--- config.mk ---
export PLATFORM = sky130hd
export DESIGN_NAME = vga_timing_recovery
export DESIGN_NICKNAME = d
export VERILOG_FILES = /design/src/rtl/vga_timing_recovery.sv
export SDC_FILE = /design/constraint.sdc
export NUM_CORES = 1
export LEC_CHECK = 0
export CAP_MARGIN = 30
export CORE_MARGIN = 4
export CORE_UTILIZATION = 45
export DETAILED_ROUTE_END_ITERATION = 10
export HOLD_SLACK_MARGIN = 0.1
export PLACE_DENSITY = 0.68
export SETUP_SLACK_MARGIN = 0.1
export SLEW_MARGIN = 15
export SYNTH_ARGS = -nofsm -noshare
export SYNTH_HDL_FRONTEND = slang
export SYNTH_SLANG_ARGS = --single-unit
--- constraint.sdc ---
create_clock -name clk_i -period 2.7 [get_ports clk_i]
set_clock_uncertainty 0.1 [all_clocks]
set_input_delay 0.54 -clock clk_i [delete_from_list [all_inputs] [get_ports clk_i]]
set_output_delay 0.54 -clock clk_i [all_outputs]
set_load 0.03 [all_outputs]
--- src/rtl/vga_timing_recovery.sv ---
// Recovers VGA line/frame geometry, pixel coordinates and lock status from a sampled sync/blank stream.
// Define VGA_TIMING_RECOVERY_STATS_EN to add the lock-loss and locked-frame counters.
module vga_timing_recovery #(
    parameter int X_W         = 10,
    parameter int Y_W         = 10,
    parameter int LOCK_FRAMES = 2
) (
    input  logic           clk_i,
    input  logic           rst_i,
    input  logic           valid_i,
    input  logic           hsync_n_i,
    input  logic           vsync_n_i,
    input  logic           blank_n_i,
    output logic           valid_o,
    output logic [X_W-1:0] x_o,
    output logic [Y_W-1:0] y_o,
    output logic           active_o,
    output logic           frame_o,
    output logic           locked_o,
    output logic           err_o,
    output logic [X_W-1:0] h_total_o,
    output logic [X_W-1:0] h_active_o,
    output logic [Y_W-1:0] v_total_o,
    output logic [Y_W-1:0] v_active_o
`ifdef VGA_TIMING_RECOVERY_STATS_EN
    ,
    output logic [15:0]    lock_loss_cnt_o,
    output logic [15:0]    frame_cnt_o
`endif
);

    typedef enum logic [1:0] {SEARCH, MEASURE, VERIFY, LOCKED} state_t;

    localparam logic [X_W-1:0] X_ONE       = X_W'(1);
    localparam logic [Y_W-1:0] Y_ONE       = Y_W'(1);
    localparam logic [15:0]    LOCK_TARGET = 16'(LOCK_FRAMES);

    state_t         state;
    logic           hs_prev, vs_prev, bl_prev, vs_pend, line_act;
    logic [X_W-1:0] pcnt, hact_cnt, hact_last, x_cnt;
    logic [Y_W-1:0] lcnt, vact_cnt, y_cnt;
    logic [15:0]    match_cnt;

    logic           hs_fall, vs_fall, bl_fall, bl_rise, frame_mark;
    logic           pcnt_sat, checking, mismatch, lock_now;
    logic [X_W-1:0] line_len, hact_recent, x_next;
    logic [Y_W-1:0] frame_len, vact_frame, y_next;
    logic [15:0]    match_inc;

    // A blank line at the frame mark must not overwrite the active width, so keep the last non-empty line's count.
    always_comb begin
        hs_fall     = hs_prev & ~hsync_n_i;
        vs_fall     = vs_prev & ~vsync_n_i;
        bl_fall     = bl_prev & ~blank_n_i;
        bl_rise     = ~bl_prev & blank_n_i;
        frame_mark  = hs_fall & (vs_pend | vs_fall);
        pcnt_sat    = &pcnt;
        line_len    = pcnt + X_ONE;
        frame_len   = lcnt + Y_ONE;
        hact_recent = (hact_cnt != '0) ? hact_cnt : hact_last;
        vact_frame  = (line_act && !(&vact_cnt)) ? vact_cnt + Y_ONE : vact_cnt;
        match_inc   = match_cnt + 16'd1;
        checking    = (state == VERIFY) || (state == LOCKED);
        mismatch    = checking && (pcnt_sat
                                   || (hs_fall && (line_len != h_total_o))
                                   || (frame_mark && (frame_len != v_total_o)));
        lock_now    = !mismatch && ((state == LOCKED)
                                    || ((state == VERIFY) && frame_mark && (match_inc >= LOCK_TARGET)));
        x_next = x_cnt;
        if (bl_rise)
            x_next = '0;
        else if (blank_n_i)
            x_next = x_cnt + X_ONE;
        y_next = y_cnt;
        if (frame_mark)
            y_next = '0;
        else if (bl_fall)
            y_next = y_cnt + Y_ONE;
    end

    always_ff @(posedge clk_i) begin
        if (rst_i) begin
            state      <= SEARCH;
            hs_prev    <= 1'b1;
            vs_prev    <= 1'b1;
            bl_prev    <= 1'b1;
            vs_pend    <= 1'b0;
            line_act   <= 1'b0;
            pcnt       <= '0;
            hact_cnt   <= '0;
            hact_last  <= '0;
            x_cnt      <= '0;
            lcnt       <= '0;
            vact_cnt   <= '0;
            y_cnt      <= '0;
            match_cnt  <= '0;
            valid_o    <= 1'b0;
            x_o        <= '0;
            y_o        <= '0;
            active_o   <= 1'b0;
            frame_o    <= 1'b0;
            locked_o   <= 1'b0;
            err_o      <= 1'b0;
            h_total_o  <= '0;
            h_active_o <= '0;
            v_total_o  <= '0;
            v_active_o <= '0;
`ifdef VGA_TIMING_RECOVERY_STATS_EN
            lock_loss_cnt_o <= '0;
            frame_cnt_o     <= '0;
`endif
        end else begin
            valid_o <= valid_i;
            frame_o <= 1'b0;
            err_o   <= 1'b0;
            if (valid_i) begin
                hs_prev  <= hsync_n_i;
                vs_prev  <= vsync_n_i;
                bl_prev  <= blank_n_i;
                x_cnt    <= x_next;
                y_cnt    <= y_next;
                x_o      <= x_next;
                y_o      <= y_next;
                active_o <= blank_n_i & lock_now;
                locked_o <= lock_now;
                frame_o  <= frame_mark;
                vs_pend  <= (vs_pend | vs_fall) & ~frame_mark;

                if (hs_fall) begin
                    pcnt      <= '0;
                    hact_cnt  <= {{(X_W-1){1'b0}}, blank_n_i};
                    hact_last <= hact_recent;
                    line_act  <= blank_n_i;
                end else begin
                    if (!pcnt_sat)
                        pcnt <= pcnt + X_ONE;
                    if (blank_n_i && !(&hact_cnt))
                        hact_cnt <= hact_cnt + X_ONE;
                    line_act <= line_act | blank_n_i;
                end

                if (frame_mark) begin
                    lcnt     <= '0;
                    vact_cnt <= '0;
                end else if (hs_fall) begin
                    if (!(&lcnt))
                        lcnt <= lcnt + Y_ONE;
                    vact_cnt <= vact_frame;
                end

`ifdef VGA_TIMING_RECOVERY_STATS_EN
                if (frame_mark && locked_o && !(&frame_cnt_o))
                    frame_cnt_o <= frame_cnt_o + 16'd1;
`endif

                case (state)
                    SEARCH: begin
                        if (frame_mark)
                            state <= MEASURE;
                    end
                    MEASURE: begin
                        if (frame_mark) begin
                            h_total_o  <= line_len;
                            h_active_o <= hact_recent;
                            v_total_o  <= frame_len;
                            v_active_o <= vact_frame;
                            match_cnt  <= '0;
                            state      <= VERIFY;
                        end
                    end
                    VERIFY, LOCKED: begin
                        if (mismatch) begin
                            err_o <= 1'b1;
                            state <= SEARCH;
`ifdef VGA_TIMING_RECOVERY_STATS_EN
                            if ((state == LOCKED) && !(&lock_loss_cnt_o))
                                lock_loss_cnt_o <= lock_loss_cnt_o + 16'd1;
`endif
                        end else if (frame_mark && (state == VERIFY)) begin
                            match_cnt <= match_inc;
                            if (lock_now)
                                state <= LOCKED;
                        end
                    end
                    default: state <= SEARCH;
                endcase
            end
        end
    end

endmodule
==> metrics.yaml, run 1 <==
status: "finished, final reports clean"
grt_max_degree: 39
worst-setup-path-type: "reg2reg"
cts_sinks: 138
syn_inst: 864
io_pins: 71
critPathBufInv: 0
vias_per_cell: 5.553
synth_top_area_frac: 0.3935
layout-drive-gt1-share: 0.1197
critPathLaunchType: "flip-flop"
critical-path-max-stage-delay_ns: 0.50
die_w_microns: 132.9
diodes: 0
synthFlopType: "dfxtp_1"
numCtsBuffers: 17
core_sq_um: 15260
initial_utilization: 0.4601
cts_tree: "done"
arrival_ns: 2.74
dpl.cell_count: 1148
synth_cell_types: 68
crit_chain: "nand3_4 > a311oi_1 > o22ai_1 > a211oi_1 > o2111a_2 > a32o_2 > o2111ai_1 > o31ai_1"
synth.avg_cell_area_sq_um: 8.126
antenna_left: 0
syn-num-nets: 879
rows: 45
fillers: 1407
critPathMaxFanout: 8
drt-total-wl_microns: 17490
grt_overflow: 0
port-buffer-count: 70
ys_warn_count: 0
synth_edf_count: 0
clk_latency_ns: 0.43
layout.cells.most_common: "dfxtp_1"
grt.total_usage: 0.2012
peakVddDrop_v: 0.0004528
yosysSeqAreaShare: 0.3935
grt_pass1_vias: 5979
clk_root_buffer_cell: "clkbuf_16"
place.gp.congestion: 0.8936
timing.fmax_ghz: 0.4006
synth_top_area_cell: "dfxtp_1"
finalCritPeriodShare: 0.9245
tightest_slew_ns: 0.6262
die_h_microns: 132.9
drv_cap: 0
htree_levels: 4
dr_total_vias: 6553
required_ns: 2.94
max-clock-path-buffers: 2
end_kind: "flip-flop"
async_flop_share: 0
hold_viol_final: 0
period_minus_slack_ns: 2.496
antenna_found_initial: 0
area_growth_pct: 26.52
slew_viol_final: 0
dieArea_sq_um: 17660
dp_hpwl_microns: 12390
clkTransAtPathRegs_ns: 0.06
wl_per_cell_microns: 14.82
final_cell_mix: "dfxtp_1 (132), nor2_1 (117), nand2_1 (72)"
route.detailed.drc: 0
min_path_type: "in2reg"
slowest_stage: "dfxtp_1"
ys_ff_latch: 138
rsz0062_at_grt: "no"
p_total_mw: 4.693
final_cells: 1180
fin_setup_tns_ns: 0
cellPowerDensity_nw_per_um2: 528.3
grt_pass1_wl_microns: 29390
critPathTopFamily: "compound AO/OA/AOI/OAI gates"
maxSlewHeadroom: 0.5815
dr.pass1.iters: 5
netlist_area_sq_um: 7020
drt_iter0_drc: 434
num-nets-final: 971
cts_setup_buffers: 0
p_leak_nw: 3.190
synth_top_cells_by_area: "dfxtp_1 (39%), nor2_1 (6.3%), xnor2_1 (4.2%)"
setup-violations-final: 0
[worst reg2reg max path: cells and delay by family (launching register included)]
family | cells | cell delay, ns
compound gates | 7 | 1.63
simple gates | 1 | 0.18
flops | 1 | 0.50
[path summary, 6_finish.rpt]
path,start,endpoint,slack [ns],depth (start not counted)
setup / recovery,pcnt[2],active_o,0.20,8
hold / removal,rst_i,hact_cnt[1],0.27,2
setup reg to reg,pcnt[2],active_o,0.20,8
hold reg to reg,hact_last[9],hact_last[9],0.38,1
[power breakdown]
part / internal (mW) / switching, mW
logic: 0.130 / 0.206
registers: 2.06 / 0.0230
clock network: 1.40 / 0.870
total: 3.59 / 1.10
[metrics by stage]
step / area [sq um] / setup WS, ns / util / hold WS (ns)
6_report: 8882 / 0.2037 / 0.5821 / 0.2652
5_1_grt: 8882 / 0.09381 / 0.5821 / 0.2653
4_1_cts: 8821 / 0.1097 / 0.5781 / 0.2548
3_5_place_dp: 8254 / 0.01267 / 0.5410 / 0.3538
3_3_place_gp: 8254 / 0.06909 / 0.5410 / 0.3455
2_1_floorplan: 7023 / 0.1273 / - / 0.3248
[metal layers]
metal / global-route usage / routed length, microns / vias to the layer above
met3: 0.05285 / 972 / 33
met5: 0 / 0 / -
met4: 0.07159 / 361 / 0
met2: 0.3045 / 7713 / 183
li1: - / - / 3302
met1: 0.2770 / 8446 / 3035
[kinds of logic (layout without fill, tap and decap cells)]
| kind of cell | Yosys count | after routing | share of synthesized area |
|---|---|---|---|
| flops | 138 | 138 | 0.3935 |
| xor+xnor | 65 | 65 | 0.08305 |
| simple gates | 349 | 349 | 0.2477 |
| mux | 6 | 6 | 0.008555 |
| buf+inv | 78 | 183 | 0.04562 |
| compound gates | 219 | 219 | 0.2055 |
| fa+ha+maj | 9 | 9 | 0.01604 |
[flip-flops by register name, indices dropped and copies added, names as in the netlist]
| name | flops |
|---|---|
| match_cnt | 16 |
| h_active_o | 10 |
| h_total_o | 10 |
| hact_cnt | 10 |
| hact_last | 10 |
| lcnt | 10 |
| pcnt | 10 |
| v_active_o | 10 |
| v_total_o | 10 |
| vact_cnt | 10 |
| x_cnt | 10 |
| y_cnt | 10 |
| state | 2 |
| active_o | 1 |
| bl_prev | 1 |
| err_o | 1 |
| frame_o | 1 |
| hs_prev | 1 |
| line_act | 1 |
| locked_o | 1 |
| valid_o | 1 |
| vs_pend | 1 |
| vs_prev | 1 |
[layout make-up]
| cell class | instances | area [sq um] | share of cell area |
|---|---|---|---|
| Multi-Input combinational cell | 648 | 3986 | 0.4488 |
| Sequential cell | 138 | 2770 | 0.3119 |
| Timing Repair Buffer | 130 | 1216 | 0.1369 |
| Clock buffer | 25 | 475.5 | 0.05353 |
| Tap cell | 211 | 264.0 | 0.02972 |
| Clock inverter | 7 | 91.34 | 0.01028 |
| Inverter | 21 | 78.83 | 0.008874 |
[repair_timing]
item / CTS / global route
gates resized for setup: 1 / 18
setup endpoints to repair: 18 / 20
cloned: 0 / 0
hold buffers: 0 / 0
pin swaps: 0 / 7
[cells in the mapped netlist, drive strengths merged, types with 9 or more instances]
cell type,number
dfxtp,138
nor2,118
nand2,72
o21ai,53
a21oi,48
clkbuf,38
a211oi,37
nand3,37
xnor2,34
xor2,30
nor3,23
inv,20
and3,19
buf,19
nand4,17
a22o,13
a31oi,13
nand2b,11
ha,9
nor2b,9
o211ai,9
No activity file was read; power rests on OpenSTA's default activity.
==> inputs of run 2 (changes only) <==
--- a/config.mk
+++ b/config.mk
@@ -6,7 +6,6 @@
 export NUM_CORES = 1
 export LEC_CHECK = 0
 export CAP_MARGIN = 30
-export CORE_MARGIN = 4
 export CORE_UTILIZATION = 45
 export DETAILED_ROUTE_END_ITERATION = 10
 export HOLD_SLACK_MARGIN = 0.1
==> metrics.yaml, run 2 (synthesis results as in run 1) <==
setup-violations-final: 0
required_ns: 2.94
grt_pass1_wl_microns: 28880
postCtsHoldBufs: 0
min_path_type: "reg2reg"
status: "finished, final reports clean"
antenna_left: 0
hold_viol_final: 0
critPathBufInv: 0
maxSlewHeadroom: 0.5846
drv_cap: 0
grt_pass1_vias: 5801
htree_levels: 4
dr.pass1.iters: 5
timing.fmax_ghz: 0.3907
route.detailed.drc: 0
dpl_cell_area_sq_um: 8220
initial_utilization: 0.4618
diodes: 0
critPathTopFamily: "compound AO/OA/AOI/OAI gates"
tightest_slew_ns: 0.6189
critical-path-max-stage-delay_ns: 0.34
cts_sinks: 138
rows: 45
rsz0062_at_grt: "no"
critPathMaxFanout: 7
slowest_stage: "dfxtp_2"
cellPowerDensity_nw_per_um2: 558.3
port-buffer-count: 70
vias_per_cell: 5.644
internal_power_mw: 3.933
clkTransAtPathRegs_ns: 0.06
antenna_found_initial: 0
reg2reg_slack_ns: 0.14
end_kind: "flip-flop"
die_w_microns: 126.9
grt_max_degree: 50
drt_iter0_drc: 441
peakVddDrop_v: 0.0004453
holdCritStartpoint: "hact_last[6]"
final_cell_mix: "dfxtp_1 (129), nor2_1 (116), nand2_1 (70)"
grt_overflow: 0
crit_chain: "ha_4 > xor2_1 > nor2_1 > o221ai_1 > a2111oi_2 > o2111a_2 > a32o_2 > o2111ai_2 > o31ai_1"
top_register: "match_cnt"
dieArea_sq_um: 16100
numCtsBuffers: 17
die_h_microns: 126.9
slew_viol_final: 0
num-nets-final: 976
p_total_mw: 5.072
area_growth_pct: 29.39
reg2reg_from: "pcnt[0]"
fillers: 1323
dr_total_vias: 6558
layout-drive-gt1-share: 0.1437
wl_per_cell_microns: 15.53
place.gp.congestion: 0.8705
worst-setup-path-type: "reg2reg"
power_frac_seq: 0.411
p_leak_nw: 3.270
largest_register_ffs: 16
core_sq_um: 15200
max-clock-path-buffers: 2
period_minus_slack_ns: 2.559
clk_latency_ns: 0.42
dp_hpwl_microns: 12020
critPathLaunchType: "flip-flop"
combPwrFrac: 0.068
drt-total-wl_microns: 18050
pwr-share-clk: 0.521
cp-startpoint: "pcnt[0]"
arrival_ns: 2.79
grt.total_usage: 0.2229
io_pins: 71
p_sw_frac: 0.2246
fin_area_sq_um: 9084
clk_root_buffer_cell: "clkbuf_16"
finalCritPeriodShare: 0.9479
p_sw_mw: 1.139
cts_tree: "done"
layout.cells.most_common: "dfxtp_1"
run 2: area by class of cell:
type / instances / area, sq um / share of cell area
multi-input cells: 648 / 4075 / 0.4486
flip-flops and latches: 138 / 2774 / 0.3054
repair buffers: 135 / 1249 / 0.1375
well taps: 188 / 235.2 / 0.02590
clock buffers: 22 / 484.2 / 0.05331
inverters: 21 / 78.83 / 0.008678
clock inverters: 10 / 187.7 / 0.02066
run 2: worst reg2reg max path: stages, from the launching register on:
cell	delay (ns)
dfxtp_2	0.34
ha_4	0.25
xor2_1	0.14
nor2_1	0.15
o221ai_1	0.17
a2111oi_2	0.27
o2111a_2	0.32
a32o_2	0.31
o2111ai_2	0.17
o31ai_1	0.27
run 2: routing by layer:
metal | vias up | wire (microns) | track usage
li1 | 3299 | - | -
met1 | 3069 | 8788 | 0.3072
met2 | 161 | 8229 | 0.3439
met3 | 29 | 743 | 0.04218
met4 | 0 | 282 | 0.08754
met5 | - | 0 | 0
run 2: path summary, 6_finish.rpt:
| path | end | cells past startpoint |
|---|---|---|
| setup / recovery | active_o | 9 |
| hold / removal | hact_last[6] | 1 |
| setup reg to reg | active_o | 9 |
| hold reg to reg | hact_last[6] | 1 |
run 2: what timing repair did:
item | 4_1_cts | 5_1_grt
pin swaps | 1 | 12
gates cloned | 0 | 0
endpoints found under the setup margin | 20 | 22
resized for setup | 8 | 34
hold endpoints to repair | 0 | 0
setup buffers | 0 | 4
run 2: through the flow:
| step | setup WS [ns] | std cells | TNS [ns] | hold WS, ns | util |
|---|---|---|---|---|---|
| 4_1_cts | 0.1040 | 1158 | 0 | 0.3613 | 0.5869 |
| 3_3_place_gp | -0.01222 | 1126 | -0.01544 | 0.3523 | 0.5407 |
| 3_5_place_dp | -0.04370 | 1126 | -0.06974 | 0.3559 | 0.5407 |
| 2_1_floorplan | 0.1273 | 864 | 0 | 0.3248 | - |
| 5_1_grt | 0.04113 | 1162 | 0 | 0.3710 | 0.5975 |
| 6_report | 0.1407 | 1162 | 0 | 0.3707 | 0.5975 |
run 2: power groups by stage:
stage	Combinational (mW)	Clock [mW]	Sequential [mW]
final	0.347	2.64	2.08
after global routing	0.376	2.77	2.09
after CTS	0.335	2.67	2.08
after detailed placement	0.330	0	2.13
after global placement	0.327	0	2.13
after floorplan	0.178	0	2.14
